File: src/rtl/pulse_gen_mc_pkg.sv
`default_nettype none
// ----------------------------------------------------------------------------
// pulse_gen_mc_pkg : shared state encodings for the pulse generator channels
// Rev 1.0
// ----------------------------------------------------------------------------
package pulse_gen_mc_pkg;

  typedef logic [3:0] state_t;

  localparam state_t ST_IDLE  = 4'b0001;
  localparam state_t ST_DELAY = 4'b0010;
  localparam state_t ST_PULSE = 4'b0100;
  localparam state_t ST_GAP   = 4'b1000;

endpackage
`default_nettype wire

File: src/rtl/pulse_chan.sv
`default_nettype none
// ----------------------------------------------------------------------------
// pulse_chan : one generator channel - trigger edge detect, sequencing FSM,
//              delay/width/gap down-counter and registered outputs
// Rev 1.0
// ----------------------------------------------------------------------------
module pulse_chan
  import pulse_gen_mc_pkg::*;
#(
  parameter int CW = 8,
  parameter int RW = 4
) (
  input  logic          clk,
  input  logic          rst_n,
  input  logic          start_i,
  input  logic          mode_i,
  input  logic [CW-1:0] dly_i,
  input  logic [CW-1:0] wid_i,
  input  logic [CW-1:0] gap_i,
  input  logic [RW-1:0] rep_i,
  output logic          y_o,
  output logic          busy_o,
  output logic          done_o
);

  logic          s1_q, s2_q;
  state_t        state_q, state_d;
  logic [CW-1:0] cnt_q, cnt_d;
  logic [CW-1:0] wid_q, wid_d;
  logic [CW-1:0] gap_q, gap_d;
  logic [RW-1:0] pcnt_q, pcnt_d;
  logic [RW-1:0] rep_q, rep_d;
  logic          y_q, busy_q, done_q, done_d;
  logic          trig, accept;

  assign trig   = s1_q & ~s2_q;
  // A zero-width request is dropped; mode only matters once a sequence runs.
  assign accept = trig && (wid_i != '0) && ((state_q == ST_IDLE) || mode_i);

  always_comb begin
    state_d = state_q;
    cnt_d   = cnt_q;
    wid_d   = wid_q;
    gap_d   = gap_q;
    pcnt_d  = pcnt_q;
    rep_d   = rep_q;
    done_d  = 1'b0;
    if (accept) begin
      wid_d  = wid_i;
      gap_d  = gap_i;
      rep_d  = (rep_i == '0) ? RW'(1) : rep_i;
      pcnt_d = '0;
      if (dly_i == '0) begin
        state_d = ST_PULSE;
        cnt_d   = wid_i;
      end else begin
        state_d = ST_DELAY;
        cnt_d   = dly_i;
      end
    end else begin
      case (state_q)
        ST_DELAY: begin
          if (cnt_q == CW'(1)) begin
            state_d = ST_PULSE;
            cnt_d   = wid_q;
          end else begin
            cnt_d = cnt_q - 1'b1;
          end
        end
        ST_PULSE: begin
          if (cnt_q != CW'(1)) begin
            cnt_d = cnt_q - 1'b1;
          end else if (pcnt_q + 1'b1 == rep_q) begin
            state_d = ST_IDLE;
            cnt_d   = '0;
            pcnt_d  = '0;
            done_d  = 1'b1;
          end else begin
            pcnt_d = pcnt_q + 1'b1;
            if (gap_q == '0) begin
              cnt_d = wid_q;
            end else begin
              state_d = ST_GAP;
              cnt_d   = gap_q;
            end
          end
        end
        ST_GAP: begin
          if (cnt_q == CW'(1)) begin
            state_d = ST_PULSE;
            cnt_d   = wid_q;
          end else begin
            cnt_d = cnt_q - 1'b1;
          end
        end
        default: ;
      endcase
    end
  end

  // Outputs are registered from the next state so they change with the FSM.
  always_ff @(posedge clk) begin
    if (!rst_n) begin
      s1_q    <= 1'b0;
      s2_q    <= 1'b0;
      state_q <= ST_IDLE;
      cnt_q   <= '0;
      wid_q   <= '0;
      gap_q   <= '0;
      pcnt_q  <= '0;
      rep_q   <= '0;
      y_q     <= 1'b0;
      busy_q  <= 1'b0;
      done_q  <= 1'b0;
    end else begin
      s1_q    <= start_i;
      s2_q    <= s1_q;
      state_q <= state_d;
      cnt_q   <= cnt_d;
      wid_q   <= wid_d;
      gap_q   <= gap_d;
      pcnt_q  <= pcnt_d;
      rep_q   <= rep_d;
      y_q     <= (state_d == ST_PULSE);
      busy_q  <= (state_d != ST_IDLE);
      done_q  <= done_d;
    end
  end

  assign y_o    = y_q;
  assign busy_o = busy_q;
  assign done_o = done_q;

endmodule
`default_nettype wire

File: src/rtl/pulse_gen_mc.sv
`default_nettype none
// ----------------------------------------------------------------------------
// pulse_gen_mc : CH independent programmable burst pulse generators
// Rev 1.0
// ----------------------------------------------------------------------------
module pulse_gen_mc #(
  parameter int CH = 4,
  parameter int CW = 8,
  parameter int RW = 4
) (
  input  logic           clk,
  input  logic           rst_n,
  input  logic [CH-1:0]    start_i,
  input  logic [CH-1:0]    mode_i,
  input  logic [CH*CW-1:0] dly_i,
  input  logic [CH*CW-1:0] wid_i,
  input  logic [CH*CW-1:0] gap_i,
  input  logic [CH*RW-1:0] rep_i,
  output logic [CH-1:0]    y_o,
  output logic [CH-1:0]    busy_o,
  output logic [CH-1:0]    done_o
);

  for (genvar i = 0; i < CH; i++) begin : g_chan
    pulse_chan #(
      .CW (CW),
      .RW (RW)
    ) u_chan (
      .clk     (clk),
      .rst_n   (rst_n),
      .start_i (start_i[i]),
      .mode_i  (mode_i[i]),
      .dly_i   (dly_i[i*CW +: CW]),
      .wid_i   (wid_i[i*CW +: CW]),
      .gap_i   (gap_i[i*CW +: CW]),
      .rep_i   (rep_i[i*RW +: RW]),
      .y_o     (y_o[i]),
      .busy_o  (busy_o[i]),
      .done_o  (done_o[i])
    );
  end

endmodule
`default_nettype wire

File: config.mk
export PLATFORM = sky130hd
export DESIGN_NAME = pulse_gen_mc
export DESIGN_NICKNAME = d
export VERILOG_FILES = /design/src/rtl/pulse_gen_mc_pkg.sv /design/src/rtl/pulse_chan.sv /design/src/rtl/pulse_gen_mc.sv
export SDC_FILE = /design/constraint.sdc
export NUM_CORES = 1
export LEC_CHECK = 0
export BUFFER_PORTS_ARGS = -buffer_cell sky130_fd_sc_hd__buf_2
export CORE_MARGIN = 2
export CORE_UTILIZATION = 37
export CTS_BUF_LIST = sky130_fd_sc_hd__clkbuf_4 sky130_fd_sc_hd__clkbuf_8
export DETAILED_ROUTE_END_ITERATION = 16
export PLACE_DENSITY_LB_ADDON = 0.05
export RECOVER_POWER = 50
export SYNTH_ARGS = -nofsm -noshare
export SYNTH_HDL_FRONTEND = slang
export SYNTH_HIERARCHICAL = 1
export SYNTH_SLANG_ARGS = --single-unit
File: constraint.sdc
create_clock -name clk -period 3 [get_ports clk]
set_input_delay 0.9 -clock clk [delete_from_list [all_inputs] [get_ports clk]]
set_output_delay 0.9 -clock clk [all_outputs]
set_load 0.005 [all_outputs]
==> flow_summary.json, run 1 <==
{
  "status": "complete, no violations",
  "final.setup.worst_slack_ns": 0.398,
  "final_hold_viol_count": 0,
  "ys_ff_latch": 164,
  "antenna_found_initial": 0,
  "hold_class": "reg -> reg",
  "cp_max_fo": 8,
  "drive_gt1_share_pct": 19.3,
  "clkLatencyLatePin_ns": 0.46,
  "setup_viol": 0,
  "cp-startpoint": "wid_i[8]",
  "max_stage_delay_ns": 0.56,
  "slew_headroom_pct": 38.6,
  "vias": 8728,
  "cts_hold_buf": 0,
  "worstReg2RegStart": "g_chan[0].u_chan/cnt_q[0]$_SDFFE_PN0P_",
  "rrSetupSlack_ns": 0.49,
  "fp.dieH_um": 162,
  "place_worst_setup_slack_ns": 0.193,
  "holdPathEnd": "g_chan[1].u_chan/s2_q$_SDFF_PN0_",
  "routed_wl_mm": 27.0,
  "crit_required_ns": 3.34,
  "synth_edf_count": 0,
  "powerDensity_nw_per_um2": 500,
  "worstPathArrival_ns": 2.94,
  "syn-cell-area_um2": 9230,
  "critPathSlowestCell": "or4_1",
  "cts_buffers": 17,
  "max_cap_viol_count": 0,
  "hp-start": "g_chan[1].u_chan/s1_q$_SDFF_PN0_",
  "fin_cells": 1574,
  "r2r_cells": 7,
  "synthCells": 1116,
  "fin_crit_ns": 2.60,
  "cts_tree": "built",
  "cp_cell_sequence": "clkbuf_1 -> or4_1 -> o221ai_1 -> clkbuf_1 -> o221ai_1 -> a21oi_1 -> a211oi_1",
  "synthArstFlopShare_pct": 0,
  "peakVddDrop_mv": 0.192,
  "port_buffers": 133,
  "fp.coreArea_um2": 24400,
  "cts_buffer_depth": 2,
  "grt.overflow.total": 0,
  "synth_top_area_share_pct": 35.6,
  "cts_max_level": 4,
  "finalMaxSlewViolations": 0,
  "tightestPinTransition_ns": 0.921,
  "fmax_ghz": 0.384,
  "skew_ns": 0.0204,
  "drc": 0,
  "postRouteAntennaNets": 0,
  "grt_max_degree": 48,
  "crit_type": "in -> reg",
  "rsz0062_at_grt": "false",
  "gp_congestion": 0.844,
  "cp_top_family": "compound AO/OA/AOI/OAI gates",
  "cts.clk_slew.worst_paths_ns": 0.10,
  "yosysWarningCount": 6,
  "fp.dieW_um": 162,
  "p_leak_nw": 3.76,
  "dieArea_um2": 26200,
  "seq_area_frac_synth_pct": 35.6,
  "wl_per_cell_um": 17.2,
  "syn_area_per_cell_um2": 8.27,
  "whs_ns": 0.457,
  "endpoint_kind": "flip-flop",
  "synth_area_leaders": "dfxtp_1 36%, nand2_1 8.2%, a21oi_1 6.5%",
  "finalCritPeriodShare_pct": 86.7,
  "synth_top_cell_by_area": "dfxtp_1",
  "dp_cells": 1542,
  "finalNetCount": 1371,
  "fillers": 2561,
  "cts_sinks": 164,
  "viasPerCell": 5.55,
  "synth_flop_cell": "dfxtp_1",
  "pin_count": 134,
  "drt_iter0_markers": 762,
  "start_util_pct": 37.8,
  "min_path_cells": 1,
  "path_buf_inv": 2,
  "dp_hpwl_mm": 20.1,
  "grt_pass1_wl_mm": 44.4,
  "synthDistinctLibCells": 76,
  "area_delta_synth_final_pct": 14.0,
  "startpoint_type": "primary input",
  "num_rows": 57,
  "post-cts-setup-buffers": 0,
  "reg2reg_to": "g_chan[0].u_chan/cnt_q[0]$_SDFFE_PN0P_",
  "grt_use_total_pct": 20.8,
  "drt_pass1_iterations": 5,
  "diodes": 0,
  "grt_pass1_vias": 8384,
  "clockRootBuffer": "clkbuf_8",
  "fin_setup_tns_ns": 0,
  "ctsResizeCount": 0,
  "synth_fp_nets": 1250
}
registers in the layout, indices dropped and copies added (netlist names):
name and count:
g_chan.u_chan/busy_o 4, g_chan.u_chan/cnt_q 32, g_chan.u_chan/s1_q 4, g_chan.u_chan/gap_q 32, g_chan.u_chan/s2_q 4, g_chan.u_chan/state_q 16
g_chan.u_chan/rep_q 16, g_chan.u_chan/wid_q 32, g_chan.u_chan/y_o 4, g_chan.u_chan/done_o 4, g_chan.u_chan/pcnt_q 16
report_power, final:
group          total, mW  switching [mW]  internal [mW]
Combinational       1.11           0.633          0.473
Sequential          2.46           0.159           2.30
Clock               1.69           0.895          0.797
Total               5.26            1.69           3.57
cell families (layout without fill, tap and decap cells):
group	after synthesis	in the layout	synth area share (%)
AOI/OAI and AO/OA	366	366	27.0
buffers and inverters	74	208	4.45
and+or+nand+nor	466	466	27.3
DFF	164	164	35.6
muxes	4	4	0.461
adders and majority gates	12	12	1.63
xor gates and xnor gates	30	30	3.63
cell type report:
type	count	area (um2)	share of cell area, %
clock buffers	19	262	2.49
inverters	18	67.6	0.642
repair buffers	158	836	7.94
well taps	324	405	3.85
multi-input cells	878	5520	52.4
flip-flops and latches	164	3280	31.2
clock inverters	13	150	1.43
how the worst max path moves through the flow:
stage | cells after the start | end | slack [ns]
floorplan | 5 | g_chan[2].u_chan/cnt_q[1]$_SDFFE_PN0P_ | 0.60
global placement | 6 | g_chan[0].u_chan/cnt_q[2]$_SDFFE_PN0P_ | 0.18
detailed placement | 6 | g_chan[0].u_chan/cnt_q[2]$_SDFFE_PN0P_ | 0.19
CTS | 7 | g_chan[0].u_chan/busy_o$_SDFF_PN0_ | 0.62
global route | 7 | g_chan[1].u_chan/cnt_q[0]$_SDFFE_PN0P_ | 0.25
finish | 7 | g_chan[1].u_chan/cnt_q[1]$_SDFFE_PN0P_ | 0.40
layout by cell type (no fill, tap or decap), types with 8 or more instances in the layout:
cell type	instances
buf_4	19
clkbuf_8	19
a211oi_1	14
o21a_1	8
inv_1	18
a22oi_1	24
a211o_1	10
and2_1	14
nand3_1	24
nor2b_1	12
nor2_1	63
a21oi_1	120
buf_2	123
o221a_1	10
or4_4	8
nor3_1	36
a21boi_0	23
dfxtp_1	164
clkbuf_1	14
o21ai_1	10
o21ai_0	32
ha_1	12
nand4_1	10
xnor2_1	18
a22o_1	8
a31oi_1	20
or4_1	16
a21boi_1	17
o211ai_1	16
nand3b_1	8
nand2_1	202
stage by stage:
| stage | cell area [um2] | total power, mW | utilization, % |
|---|---|---|---|
| 4_1_cts | 10600 | 5.34 | 43.3 |
| 5_1_grt | 10500 | 5.57 | 43.1 |
| 6_report | 10500 | 5.26 | 43.1 |
| 2_1_floorplan | 9230 | 3.27 | - |
| 3_3_place_gp | 10200 | 3.63 | 41.6 |
| 3_5_place_dp | 10200 | 3.61 | 41.6 |
cell usage after synthesis, drive strengths merged, types with 10 or more instances:
library cell    n
o21ai          42
xnor2          18
a31oi          20
or4            24
a211oi         14
buf            36
a211o          10
clkbuf         20
o211ai         16
nand4          10
ha             12
and2           20
a22oi          24
dfxtp         164
o221a          14
inv            18
a21boi         40
nor2           68
nand3          26
nor4b          10
nor2b          12
nand2         206
nor4           12
nor3           44
a21oi         120
layer usage:
metal | vias up | share of wire [%] | GRT usage (%)
li1 | 4377 | - | -
met1 | 4077 | 49 | 29.8
met2 | 252 | 45 | 32.1
met3 | 22 | 4.9 | 3.75
met4 | 0 | 1.2 | 5.43
met5 | - | 0 | 0
Note: power is estimated with default switching activity, not from simulation.
==> run 2: changes to the inputs <==
- clock period: 3 -> 2.64 ns (I/O delays scaled with it)
==> flow_summary.json, run 2 (synthesis results as in run 1) <==
{
  "setup_viol": 0,
  "max_stage_delay_ns": 0.55,
  "endpoint_kind": "flip-flop",
  "reg_top3": "g_chan.u_chan/cnt_q: 32 flops, g_chan.u_chan/gap_q: 32 flops, g_chan.u_chan/wid_q: 32 flops",
  "drc": 0,
  "grt_max_degree": 76,
  "final_cell_mix": "202 x nand2_1, 164 x dfxtp_1, 122 x buf_2",
  "antenna_found_initial": 0,
  "fp.coreArea_um2": 24400,
  "pin_count": 134,
  "clkLatencyLatePin_ns": 0.45,
  "rsz0062_at_grt": "false",
  "cp_cell_sequence": "clkbuf_1 -> or4_1 -> o221ai_1 -> clkbuf_1 -> clkbuf_2 -> nand2_1 -> a21oi_1",
  "startpoint_type": "primary input",
  "grt.overflow.total": 0,
  "powerDensity_nw_per_um2": 583,
  "combPwrFrac_pct": 21.0,
  "viasPerCell": 5.55,
  "drt_iter0_markers": 756,
  "cts_buffer_depth": 2,
  "final.setup.worst_slack_ns": 0.234,
  "wl_per_cell_um": 17.2,
  "area_delta_synth_final_pct": 16.4,
  "dp_hpwl_mm": 20.6,
  "ctsResizeCount": 0,
  "peakVddDrop_mv": 0.336,
  "routed_wl_mm": 27.4,
  "tightestPinTransition_ns": 0.715,
  "cp_max_fo": 17,
  "max_cap_viol_count": 0,
  "clockPowerShare_pct": 34.6,
  "seqPwrFrac_pct": 44.4,
  "fin_util_pct": 44.0,
  "grt_pass1_vias": 8258,
  "place_area_um2": 10300,
  "fmax_ghz": 0.416,
  "grt_use_total_pct": 20.7,
  "finalMaxSlewViolations": 0,
  "fp.dieW_um": 162,
  "p_int_mw": 4.33,
  "power.switching_mw": 1.92,
  "diodes": 0,
  "p_sw_share_pct": 30.7,
  "dieArea_um2": 26200,
  "cts_sinks": 164,
  "drive_gt1_share_pct": 20.5,
  "cts_buffers": 17,
  "place_worst_setup_slack_ns": 0.0699,
  "gp_congestion": 0.872,
  "cts_max_level": 4,
  "cts.clk_slew.worst_paths_ns": 0.10,
  "worstPathArrival_ns": 2.76,
  "num_rows": 57,
  "grt_pass1_wl_mm": 44.5,
  "fin_setup_tns_ns": 0,
  "critPathMostFrequentCell": "clkbuf_1",
  "post-cts-setup-buffers": 0,
  "final_hold_viol_count": 0,
  "dp_cells": 1564,
  "start_util_pct": 37.8,
  "fin_crit_ns": 2.41,
  "crit_required_ns": 2.99,
  "slew_headroom_pct": 51.6,
  "critPathSlowestCell": "or4_1",
  "crit_type": "in -> reg",
  "fin_cells": 1596,
  "vias": 8854,
  "power_mw": 6.25,
  "postRouteAntennaNets": 0,
  "skew_ns": 0.0225,
  "fp.dieH_um": 162,
  "whs_ns": 0.446,
  "finalCritPeriodShare_pct": 91.1,
  "cts_hold_buf": 0,
  "port_buffers": 133,
  "p_leak_nw": 3.90,
  "hold_class": "reg -> reg",
  "cts_tree": "built",
  "finalNetCount": 1393,
  "final_cell_area_um2": 10700,
  "drt_pass1_iterations": 6,
  "status": "complete, no violations",
  "final_common_cell": "nand2_1",
  "clockRootBuffer": "clkbuf_8"
}
## run 2: cell count changes in the layout (fill, tap and decap cells not counted), moves of 2 or more
cell / change
buf_4: +21
and2_1: +3
and2_0: -3
a21boi_1: +3
clkbuf_8: -2
a21boi_0: -3
bufinv_16: +3
clkinv_4: -3
inv_6: +3
## run 2: layout make-up
cell class / instances / area [um2]
clock buffer: 18 / 241
clock inverter: 14 / 221
fill: 2567 / 13700
inverter: 18 / 67.6
multi-input combinational: 878 / 5500
sequential: 164 / 3280
tap: 324 / 405
timing repair buffer: 180 / 1010
## run 2: critical path, delay by kind of cell
kind	cells	cell delay, ns
compound gates	2	0.59
buf+inv	3	0.73
simple gates	2	0.64
## run 2: path summary, 6_finish.rpt
| kind | start | end | slack (ns) | cells after the start |
|---|---|---|---|---|
| max | wid_i[19] | g_chan[2].u_chan/rep_q[2]$_SDFFE_PN0P_ | 0.23 | 7 |
| max reg2reg | g_chan[1].u_chan/state_q[1]$_SDFF_PN0_ | g_chan[1].u_chan/rep_q[1]$_SDFFE_PN0P_ | 0.24 | 5 |
| min | g_chan[3].u_chan/s1_q$_SDFF_PN0_ | g_chan[3].u_chan/s2_q$_SDFF_PN0_ | 0.45 | 1 |
| min reg2reg | g_chan[3].u_chan/s1_q$_SDFF_PN0_ | g_chan[3].u_chan/s2_q$_SDFF_PN0_ | 0.45 | 1 |
## run 2: power by group through the flow
stage	logic (mW)	registers (mW)	clock network, mW
after global routing	1.45	2.80	2.33
final	1.31	2.78	2.16
after floorplan	0.935	2.78	0
after global placement	1.33	2.84	0
after CTS	1.32	2.78	2.23
after detailed placement	1.31	2.84	0
## run 2: layer usage
| metal | up-vias | routed length (um) | global-route usage, % | share of wire, % |
|---|---|---|---|---|
| li1 | 4404 | - | - | - |
| met1 | 4181 | 13400 | 29.9 | 49 |
| met2 | 247 | 12400 | 32.7 | 45 |
| met3 | 22 | 1220 | 2.91 | 4.5 |
| met4 | 0 | 348 | 4.83 | 1.3 |
| met5 | - | 0 | 0 | 0 |
